**src/rtl/render_pkg.sv**
```systemverilog
// Shared types and constants for the render sequencer: FSM state encoding,
// the frame-start command word and the default frame geometry.
package render_pkg;

  typedef enum logic [2:0] {
    IDLE,
    CLEAR,
    RENDER,
    DRAIN,
    DONE
  } state_e;

  localparam logic [15:0] CMD_UPDATE_FRAME = 16'h0001;
  localparam int          X_MAX_DEFAULT    = 1280;
  localparam int          Y_MAX_DEFAULT    = 720;

endpackage

```
**src/rtl/render_sequencer_stall_watchdog.sv**
```systemverilog
// stall_watchdog: counts consecutive stalled RENDER cycles; trip is combinational
// on the STALL_LIMIT-th stalled cycle, abort is its registered one-cycle pulse.
module stall_watchdog #(
  parameter int STALL_LIMIT = 1023
) (
  input  logic gpuClock,
  input  logic reset,
  input  logic stall,
  output logic trip,
  output logic abort
);

  localparam int CW = $clog2(STALL_LIMIT + 1);

  logic [CW-1:0] count_q, count_d;
  logic          abort_q, abort_d;

  // Any non-stalled cycle (advance, or not rendering at all) clears the count.
  always_comb begin
    count_d = '0;
    if (stall) begin
      count_d = count_q + 1'b1;
    end
    abort_d = trip;
  end

  assign trip  = stall && (count_q == CW'(STALL_LIMIT - 1));
  assign abort = abort_q;

  always_ff @(posedge gpuClock or posedge reset) begin
    if (reset) begin
      count_q <= '0;
      abort_q <= 1'b0;
    end else begin
      count_q <= count_d;
      abort_q <= abort_d;
    end
  end

endmodule

```
**src/rtl/render_sequencer.sv**
```systemverilog
// render_sequencer: frame FSM producing the pipeline clock-enable and host status.
// Define RENDER_STALL_WDT_EN to build the stall watchdog that aborts a hung frame.
module render_sequencer
  import render_pkg::*;
#(
  parameter int X_MAX        = X_MAX_DEFAULT,
  parameter int Y_MAX        = Y_MAX_DEFAULT,
  parameter int COORD_W      = 11,
  parameter int DRAIN_CYCLES = 4
`ifdef RENDER_STALL_WDT_EN
  ,
  parameter int STALL_LIMIT  = 1023
`endif
) (
  input  logic               gpuClock,
  input  logic               reset,
  input  logic [15:0]        command,
  input  logic               cmdValid,
  input  logic               ramDone,
  input  logic               flashDone,
  input  logic               pixelFound,
  input  logic [COORD_W-1:0] paletteX,
  input  logic [COORD_W-1:0] paletteY,
  input  logic [COORD_W-1:0] ramX,
  input  logic [COORD_W-1:0] ramY,
  input  logic [COORD_W-1:0] flashX,
  input  logic [COORD_W-1:0] flashY,
  output logic               rstPixelInc,
  output logic               pipeAdvance,
  output logic               currentlyRendering,
  output logic               gpuBusy,
  output logic               frameDone,
  output logic               frameAbort,
  output logic [7:0]         frameCount
);

  localparam int DW = (DRAIN_CYCLES > 1) ? $clog2(DRAIN_CYCLES) : 1;

  state_e          state_q, state_d;
  logic [DW-1:0]   drain_cnt_q, drain_cnt_d;
  logic [7:0]      frame_count_q, frame_count_d;
  logic            rst_pixel_inc_q, rst_pixel_inc_d;
  logic            pipe_advance_q, pipe_advance_d;
  logic            rendering_q, rendering_d;
  logic            gpu_busy_q, gpu_busy_d;
  logic            frame_done_q, frame_done_d;

  logic            pos_match, advance, last_pixel, wdt_trip;

  assign pos_match  = (paletteX == ramX) && (ramX == flashX) &&
                      (paletteY == ramY) && (ramY == flashY);
  assign advance    = (ramDone && flashDone) || (pixelFound && pos_match);
  assign last_pixel = pixelFound && (paletteX == COORD_W'(X_MAX - 1)) &&
                      (paletteY == COORD_W'(Y_MAX - 1));

`ifdef RENDER_STALL_WDT_EN
  logic stalled;
  assign stalled = (state_q == RENDER) && !advance;

  stall_watchdog #(
    .STALL_LIMIT(STALL_LIMIT)
  ) u_stall_watchdog (
    .gpuClock(gpuClock),
    .reset   (reset),
    .stall   (stalled),
    .trip    (wdt_trip),
    .abort   (frameAbort)
  );
`else
  assign wdt_trip   = 1'b0;
  assign frameAbort = 1'b0;
`endif

  // Every output is the registered image of the decision made in the current state.
  always_comb begin
    state_d         = state_q;
    drain_cnt_d     = drain_cnt_q;
    frame_count_d   = frame_count_q;
    rst_pixel_inc_d = 1'b1;
    pipe_advance_d  = 1'b0;
    rendering_d     = 1'b0;
    frame_done_d    = 1'b0;
    case (state_q)
      IDLE: begin
        if (cmdValid && (command == CMD_UPDATE_FRAME)) begin
          state_d = CLEAR;
        end
      end
      CLEAR: begin
        rst_pixel_inc_d = 1'b0;
        rendering_d     = 1'b1;
        state_d         = RENDER;
      end
      RENDER: begin
        rendering_d    = 1'b1;
        pipe_advance_d = advance;
        drain_cnt_d    = '0;
        if (advance && last_pixel) begin
          state_d = DRAIN;
        end else if (wdt_trip) begin
          rendering_d = 1'b0;
          state_d     = IDLE;
        end
      end
      DRAIN: begin
        rendering_d    = 1'b1;
        pipe_advance_d = 1'b1;
        drain_cnt_d    = drain_cnt_q + 1'b1;
        if (drain_cnt_q == DW'(DRAIN_CYCLES - 1)) begin
          state_d = DONE;
        end
      end
      DONE: begin
        frame_done_d  = 1'b1;
        frame_count_d = frame_count_q + 8'd1;
        state_d       = IDLE;
      end
      default: state_d = IDLE;
    endcase
    gpu_busy_d = rendering_d || !(ramDone && flashDone);
  end

  always_ff @(posedge gpuClock or posedge reset) begin
    if (reset) begin
      state_q         <= IDLE;
      drain_cnt_q     <= '0;
      frame_count_q   <= '0;
      rst_pixel_inc_q <= 1'b1;
      pipe_advance_q  <= 1'b0;
      rendering_q     <= 1'b0;
      gpu_busy_q      <= 1'b0;
      frame_done_q    <= 1'b0;
    end else begin
      state_q         <= state_d;
      drain_cnt_q     <= drain_cnt_d;
      frame_count_q   <= frame_count_d;
      rst_pixel_inc_q <= rst_pixel_inc_d;
      pipe_advance_q  <= pipe_advance_d;
      rendering_q     <= rendering_d;
      gpu_busy_q      <= gpu_busy_d;
      frame_done_q    <= frame_done_d;
    end
  end

  assign rstPixelInc        = rst_pixel_inc_q;
  assign pipeAdvance        = pipe_advance_q;
  assign currentlyRendering = rendering_q;
  assign gpuBusy            = gpu_busy_q;
  assign frameDone          = frame_done_q;
  assign frameCount         = frame_count_q;

endmodule

```
**config.mk**
```make
export PLATFORM = sky130hd
export DESIGN_NAME = render_sequencer
export DESIGN_NICKNAME = d
export VERILOG_FILES = /design/src/rtl/render_pkg.sv /design/src/rtl/render_sequencer_stall_watchdog.sv /design/src/rtl/render_sequencer.sv
export SDC_FILE = /design/constraint.sdc
export NUM_CORES = 1
export LEC_CHECK = 0
export ABC_AREA = 1
export CORE_MARGIN = 2
export CORE_UTILIZATION = 38
export DETAILED_ROUTE_END_ITERATION = 8
export MAX_ROUTING_LAYER = met4
export PLACE_DENSITY = 0.88
export SYNTH_ARGS = -nofsm -noshare
export SYNTH_HDL_FRONTEND = slang
export SYNTH_SLANG_ARGS = --single-unit
```
**constraint.sdc**
```tcl
create_clock -name gpuClock -period 1.74 [get_ports gpuClock]
set_clock_uncertainty 0.1 [all_clocks]
set_input_delay 0.348 -clock gpuClock [delete_from_list [all_inputs] [get_ports gpuClock]]
set_output_delay 0.348 -clock gpuClock [all_outputs]
set_load 0.01 [all_outputs]
```
## After elaboration in Yosys (flattened, before gate mapping)

Index checks and enable logic that the tools add are counted.

- $add $sub $neg: 2
- Eq/ne operators: 15
- Muxes and demuxes: 9
- Reduce and logical (&&, ||, !) cells: 16

Operator list:

| cell | number |
|---|---|
| $eq 11x11->1 | 4 |
| $eq 16x1->1 const B | 1 |
| $pmux 3 s4 | 1 |
| $eq 11x10->1 const B | 1 |
| $eq 11x11->1 const B | 1 |
| $logic_and 1x1->1 | 9 |
| $mux 3 | 3 |
| $add 8x1->8 const B | 1 |
| $eq 3x2->1 const B | 2 |
| $ne 2x2->1 const B | 3 |
| $pmux 2 s2 | 1 |
| $eq 3x1->1 const B | 1 |
| $eq 3x3->1 const B | 1 |
| $logic_not 3->1 | 1 |
| $mux 1 | 3 |
| $reduce_and 3->1 | 1 |
| $reduce_or 3->1 | 1 |
| $add 2x1->2 const B | 1 |
| $eq 2x2->1 const B | 1 |
| $logic_or 1x1->1 | 2 |
| $pmux 1 s2 | 1 |
| $reduce_bool 2->1 | 1 |
| $logic_not 1->1 | 1 |

- Bits in registers: 18
- Bits of input ports: 88
- Output and inout port bits: 14
- Logic and storage cells: 50

## Longest topological paths before layout

Gate-level depths: netlist of the first run.

- Depth after elaboration: 9
- Depth in mapped cells: 15
- Mapped depth without buffers: 15

## Least setup slack after synthesis of the first run

No wires, ideal clock.

- Kind: reg2reg
- Start: register state_q[0]
- End: register frame_count_q[7], in the netlist frameCount[7]
- Library setup time: 0.124 ns
- Arrival time: 1.180 ns
- Required time: 1.516 ns
- Path slack: 0.335 ns
- Stages on the path, launching flop included: 8
- Path buffers: 0
- Clock period less this slack: 1.405 ns
- Path through: dfrtp_1 > nor2_1 > nand2_1 > nor2_1 > nand2_1 > inv_2 > nand4_1 > xnor2_1

- Cells in the longest elaborated chain, start to end: 1

RTL lines:

| element | line | source |
|---|---|---|
| start: declaration | render_sequencer.sv:39 | `state_e state_q, state_d;` |
| start signal: assignment | render_sequencer.sv:134 | `state_q <= state_d;` |
| $eq 3x3->1 | render_sequencer.sv:83 | `case (state_q)` |
| end signal: assignment | render_sequencer.sv:136 | `frame_count_q <= frame_count_d;` |
| end: declaration | render_sequencer.sv:41 | `logic [7:0] frame_count_q, frame_count_d;` |

Every way passes these cells.
A chain may end at the register's enable or synchronous reset.

## Worst setup path in the final report of the first run

- Start: register frame_count_q[1], in the netlist frameCount[1]
- End: output frameCount[1]

RTL lines:

| element | line | source |
|---|---|---|
| end: declaration | render_sequencer.sv:34 | `output logic [7:0] frameCount` |

No word-level cell between the ends.

==> flow_metrics.env, run 1 <==
export IMPL_max_freq_mhz=598
export IMPL_vias=2049
export IMPL_grt_pass1_vias=1938
export IMPL_clockRootBuffer="clkbuf_8"
export IMPL_crit_family="buffers and inverters"
export IMPL_ctsLongestPathBuffers=2
export IMPL_finalNetCount=502
export IMPL_cpPeakStageDelay_ps=560
export IMPL_post_cts_buffers=0
export IMPL_cts_hold_buf=0
export IMPL_yosysMostFrequentCell="nand2_1"
export IMPL_routed_wl_um=4750
export IMPL_hold_slack_ps=243
export IMPL_fin_crit_ps=1670
export IMPL_ys_flop_type="dfrtp_1"
export IMPL_p_leak_nw=2.02
export IMPL_ys_types=29
export IMPL_dr_pass1_iters=4
export IMPL_grt_pass1_wl_um=7710
export IMPL_status="finished clean"
export IMPL_synthTopCellsByCount="nand2_1, inv_1, nor2_1, dfrtp_1, xnor2_1"
export IMPL_path_clk_slew_ps=70
export IMPL_yosysSeqAreaShare=0.261
export IMPL_dp_cells=459
export IMPL_gr_total_overflow=0
export IMPL_reg2reg_from="state_q[2]"
export IMPL_synthArstFlopShare=1.00
export IMPL_synthCells=303
export IMPL_drv_cap=0
export IMPL_p_total_mw=1.13
export IMPL_numClockSinks=18
export IMPL_diodes=0
export IMPL_ys_warn_count=0
export IMPL_wl_per_cell_um=10.3
export IMPL_stdcell_count=463
export IMPL_crit_fanout=4
export IMPL_final_cell_area_mm2=0.00305
export IMPL_numCtsBuffers=3
export IMPL_pre_cts_slack_ps=-348
export IMPL_ys_ff_latch=18
export IMPL_powerDensity_mw_per_mm2=371
export IMPL_r2r_cells=8
export IMPL_vdd_drop_max_uv=354
export IMPL_place_hpwl_um=4090
export IMPL_die_width_um=71.5
export IMPL_crit_arrival_ps=1220
export IMPL_drtIter0Drc=68
export IMPL_grt_total_usage=0.190
export IMPL_hp_class="input pin to async pin"
export IMPL_die_area_mm2=0.00511
export IMPL_r2r_setup_slack_ps=220
export IMPL_cts_max_level=1
export IMPL_area_growth_pct=76.1
export IMPL_synthesis_nets=393
export IMPL_cp_cell_sequence="clkdlybuf4s50_1"
export IMPL_row_count=24
export IMPL_fp_dieH_um=71.5
export IMPL_hold_viol=0
export IMPL_slew_violations=0
export IMPL_via_per_inst=4.43
export IMPL_crit_cells=1
export IMPL_crit_path_end_kind="output port"
export IMPL_placed_area_mm2=0.00283
export IMPL_crit_type="flip-flop to output port"
export IMPL_io_buffers=100
export IMPL_setup_violations=0
export IMPL_initial_core_util=0.395
export IMPL_final_core_util=0.695
export IMPL_synth_top_area_share=0.260
export IMPL_path_buf_inv=1
export IMPL_globalplace_congestion=0.762
export IMPL_fin_crit_sh=0.961
export IMPL_clk_latency_ps=250
export IMPL_cts_tree="done"
export IMPL_io_pins=102
export IMPL_drc=0
export IMPL_rr_endpoint="state_q[1]"
export IMPL_synthTopCellsByArea="nand2_1, dfrtp_1, inv_1"
export IMPL_tns_ps=0
export IMPL_antenna_found_initial=0
export IMPL_core_area_mm2=0.00438
export IMPL_crit_slowest_cell="clkdlybuf4s50_1"
export IMPL_synth_edf_count=0
export IMPL_avgSynthCellArea_um2=5.71
export IMPL_synth_area_mm2=0.00173
export IMPL_drtAntennaViolNets=0
export IMPL_drive_gt1_frac=0.105
export IMPL_crit_start="frameCount[1]"
export IMPL_worst_slack_ps=67.4
export IMPL_synth_top_cell_by_area="nand2_1"
export IMPL_grt_max_degree=12
export IMPL_rsz0062_at_grt="no"
export IMPL_startpoint_type="flip-flop"
export IMPL_required_ps=1290
-- cell type report --
cell class                      instances  area [µm²]
Timing Repair Buffer                  105        1150
Sequential cell                        18         452
Inverter                               74         278
Multi-Input combinational cell        210        1050
Tap cell                               52        65.1
Clock buffer                            4        55.1
Fill cell                             363        1340
-- how the worst max path moves through the flow --
stage	end	slack [ps]
after floorplan	frameCount[7]	340
after global placement	state_q[1]	-300
after detailed placement	state_q[1]	-350
after CTS	state_q[1]	0.3
after global routing	state_q[1]	3
final	frameCount[1]	70
-- logic make-up (layout without fill, tap and decap cells) --
| kind of cell | Yosys count | in the layout | share of synthesized area |
|---|---|---|---|
| AND/OR/NAND/NOR | 182 | 182 | 0.448 |
| buffers and inverters | 75 | 183 | 0.165 |
| flip-flops | 18 | 18 | 0.261 |
| XOR/XNOR | 16 | 16 | 0.0810 |
| AO/OA/AOI/OAI | 9 | 9 | 0.0289 |
| adder cells (fa/ha/maj) | 2 | 2 | 0.0145 |
| other | 1 | 1 | 0.00217 |
-- registers in the layout, summed over array words and instances, names as in the netlist --
register	flops
drain_cnt_q	2
frameDone	1
frameCount	8
gpuBusy	1
state_q	3
currentlyRendering	1
rstPixelInc	1
pipeAdvance	1
-- layout by cell type, fill, tap and decap left out, types with 4 or more instances in the layout --
cell	Yosys	final
nand2_1	120	119
inv_1	66	63
dlymetal6s2s_1	0	53
clkdlybuf4s50_1	0	26
nor2_1	25	22
dlygate4sd2_1	0	19
dfrtp_1	17	17
xnor2_1	12	12
inv_2	6	9
nand4_1	9	9
nor2_2	5	8
nand3_1	7	7
nand2_2	5	6
buf_4	1	5
xor2_1	4	4
clkbuf_8	0	4
-- what timing repair did --
item	in CTS	in global routing
endpoints found under the hold margin	0	0
setup endpoints to repair	4	3
resized for setup	24	67
pin swaps	4	32
-- power breakdown --
part / switching, mW / internal, mW
clock network: 0.129 / 0.201
registers: 0.000284 / 0.420
logic: 0.164 / 0.216
total: 0.293 / 0.836
-- per-layer routing --
layer,share of wire,routed length [µm],vias to the layer above,track usage
met4,0.013,63,0,0.0356
met5,0,0,-,-
li1,-,-,1105,-
met1,0.43,2040,866,0.218
met2,0.50,2380,72,0.352
met3,0.055,262,6,0.0267
(Power assumes the default switching activity.)
==> run 2, diff against run 1 <==
- SYNTH_HIERARCHICAL: not set -> 1
==> results of run 2 <==
Final layout, timing and power as in run 1 (identical DEF).
Main changes from that run: Yosys warning count 0 -> 6
==> run 3, diff against run 2 <==
- CORE_UTILIZATION: 38 -> 41
- PLACE_DENSITY: 0.88 -> 0.93
- SLEW_MARGIN: not set -> 20
- clock period: 1.74 -> 1.97 ns (I/O delays scaled with it)
==> run 3 against run 2 <==
Effect of this change: clock power is 7.0% lower; hold slack gained 100 ps; core utilization up 3.3 points; critical path depth up 13; cell count shrank 0.65%; sequential power down 12%; largest power group unchanged; area after synthesis unchanged.
==> flow_metrics.env, run 3 <==
export IMPL_gr_total_overflow=0
export IMPL_grt_total_usage=0.212
export IMPL_numClockSinks=18
export IMPL_ys_flop_type="dfrtp_1"
export IMPL_synthesis_nets=393
export IMPL_area_growth_pct=69.5
export IMPL_fin_crit_ps=1800
export IMPL_worst_slack_ps=169
export IMPL_drtAntennaViolNets=0
export IMPL_hold_viol=0
export IMPL_crit_type="input pin to flip-flop"
export IMPL_crit_arrival_ps=1850
export IMPL_synthCells=303
export IMPL_via_per_inst=4.52
export IMPL_finalNetCount=501
export IMPL_ys_types=29
export IMPL_final_core_util=0.728
export IMPL_cts_tree="done"
export IMPL_p_leak_nw=1.70
export IMPL_hp_class="input pin to async pin"
export IMPL_place_hpwl_um=4120
export IMPL_drc=0
export IMPL_setup_violations=0
export IMPL_met2_length_um=2520
export IMPL_r2r_setup_slack_ps=350
export IMPL_synthTopCellsByArea="nand2_1, dfrtp_1, inv_1"
export IMPL_ys_warn_count=6
export IMPL_max_freq_mhz=555
export IMPL_powerDensity_mw_per_mm2=351
export IMPL_routed_wl_um=4750
export IMPL_startpoint_type="input pin"
export IMPL_crit_path_end_kind="flip-flop"
export IMPL_vias=2081
export IMPL_r2r_cells=7
export IMPL_yosysSeqAreaShare=0.261
export IMPL_globalplace_congestion=0.817
export IMPL_vdd_drop_max_uv=224
export IMPL_synth_simple_area_share=0.448
export IMPL_synthArstFlopShare=1.00
export IMPL_crit_fanout=3
export IMPL_avgSynthCellArea_um2=5.71
export IMPL_final_cell_mix="nand2_1, clkdlybuf4s50_1, inv_1"
export IMPL_clockRootBuffer="clkbuf_8"
export IMPL_yosysMostFrequentCell="nand2_1"
export IMPL_ctsLongestPathBuffers=2
export IMPL_drtIter0Drc=73
export IMPL_slew_violations=0
export IMPL_synth_compound_area_share=0.0289
export IMPL_grt_pass1_wl_um=7440
export IMPL_synth_top_family_by_area="simple AND/OR/NAND/NOR gates"
export IMPL_io_buffers=100
export IMPL_io_pins=102
export IMPL_wl_per_cell_um=10.3
export IMPL_synth_xor_area_share=0.0810
export IMPL_drive_gt1_frac=0.0732
export IMPL_synth_top_cell_by_area="nand2_1"
export IMPL_die_area_mm2=0.00476
export IMPL_antenna_found_initial=0
export IMPL_synthMuxAreaShare=0
export IMPL_cts_max_level=1
export IMPL_route_met3_wl_um=252
export IMPL_ys_ff_latch=18
export IMPL_row_count=23
export IMPL_highest_layer="met4"
export IMPL_required_ps=2020
export IMPL_synth_area_mm2=0.00173
export IMPL_synthAdderAreaFrac=0.0145
export IMPL_largest_reg_flops=8
export IMPL_fp_dieH_um=69.0
export IMPL_reg2reg_from="state_q[1]"
export IMPL_diodes=0
export IMPL_drv_cap=0
export IMPL_numCtsBuffers=3
export IMPL_rsz0062_at_grt="no"
export IMPL_grt_max_degree=19
export IMPL_fin_crit_sh=0.914
export IMPL_initial_core_util=0.430
export IMPL_wl_met1_um=1860
export IMPL_synth_edf_count=0
export IMPL_pre_cts_slack_ps=-160
export IMPL_status="finished clean"
export IMPL_die_width_um=69.0
export IMPL_clk_latency_ps=260
export IMPL_path_clk_slew_ps=70
export IMPL_core_area_mm2=0.00403
export IMPL_final_common_cell="nand2_1"
export IMPL_synth_top_area_share=0.260
export IMPL_synthTopCellsByCount="nand2_1, inv_1, nor2_1, dfrtp_1, xnor2_1"
export IMPL_rr_endpoint="frameCount[7]"
export IMPL_dr_pass1_iters=4
export IMPL_grt_pass1_vias=1969
[run 3: cell counts after synthesis]
Identical to the previous run, type by type.
[run 3: layout make-up]
type	count	area, µm²
inverters	74	278
well taps	50	62.6
repair buffers	104	1080
clock buffers	4	55.1
fillers	337	1100
flip-flops and latches	18	452
multi-input cells	210	1000
[run 3: repair_timing]
action | in CTS | in global routing
resized for setup | 0 | 23
buffers inserted | 0 | 0
hold buffers | 0 | 0
setup endpoints to repair | 0 | 2
hold endpoints to repair | 0 | 0
[run 3: cells by family (layout without fill, tap and decap cells)]
logic type / after synthesis / count (layout)
other: 1 / 1
buffers and inverters: 75 / 182
xor gates and xnor gates: 16 / 16
and+or+nand+nor: 182 / 182
DFF: 18 / 18
adders and majority gates: 2 / 2
AOI/OAI and AO/OA: 9 / 9
[run 3: per-stage QoR]
step / total power [mW] / std cells / TNS, ps / hold WS [ps] / instance area (µm²)
finish: 1.03 / 460 / 0 / 342 / 2930
global route: 1.08 / 460 / 0 / 396 / 2930
CTS: 1.04 / 460 / 0 / 358 / 2870
detailed placement: 0.738 / 456 / -321 / 365 / 2820
global placement: 0.730 / 456 / -217 / 363 / 2820
floorplan: 0.510 / 303 / 0 / 232 / 1730
[run 3: worst max-delay path by stage]
stage	from	to	cells after the start
final	ramX[0]	state_q[1]	14
after global routing	paletteX[3]	state_q[1]	16
after CTS	paletteY[9]	state_q[1]	10
after detailed placement	paletteY[9]	state_q[1]	10
after global placement	paletteY[5]	state_q[1]	16
after floorplan	ramX[3]	state_q[1]	14
[run 3: routing by layer]
metal  GRT usage  vias up
met5           -        -
met4      0.0760        0
met3      0.0195        9
met2       0.417       66
met1       0.215      896
li1            -     1110
[run 3: report_power, final]
part           total, mW  switching (mW)  internal [mW]
Combinational      0.354           0.140          0.214
Clock              0.306           0.128          0.178
Sequential         0.371        0.000342          0.371
Total               1.03           0.268          0.763
[run 3: critical path, cell delays in order]
cell and delay, ps:
clkdlybuf4s50_1 480, inv_1 80, nand2_1 70, nand3_1 90, nor2_2 120, nand2_1 60, nor2_1 90, nand3_1 80
nand2_1 80, nand2_1 70, nand2_2 80, nand2_2 60, nand2_1 60, nand2_1 40
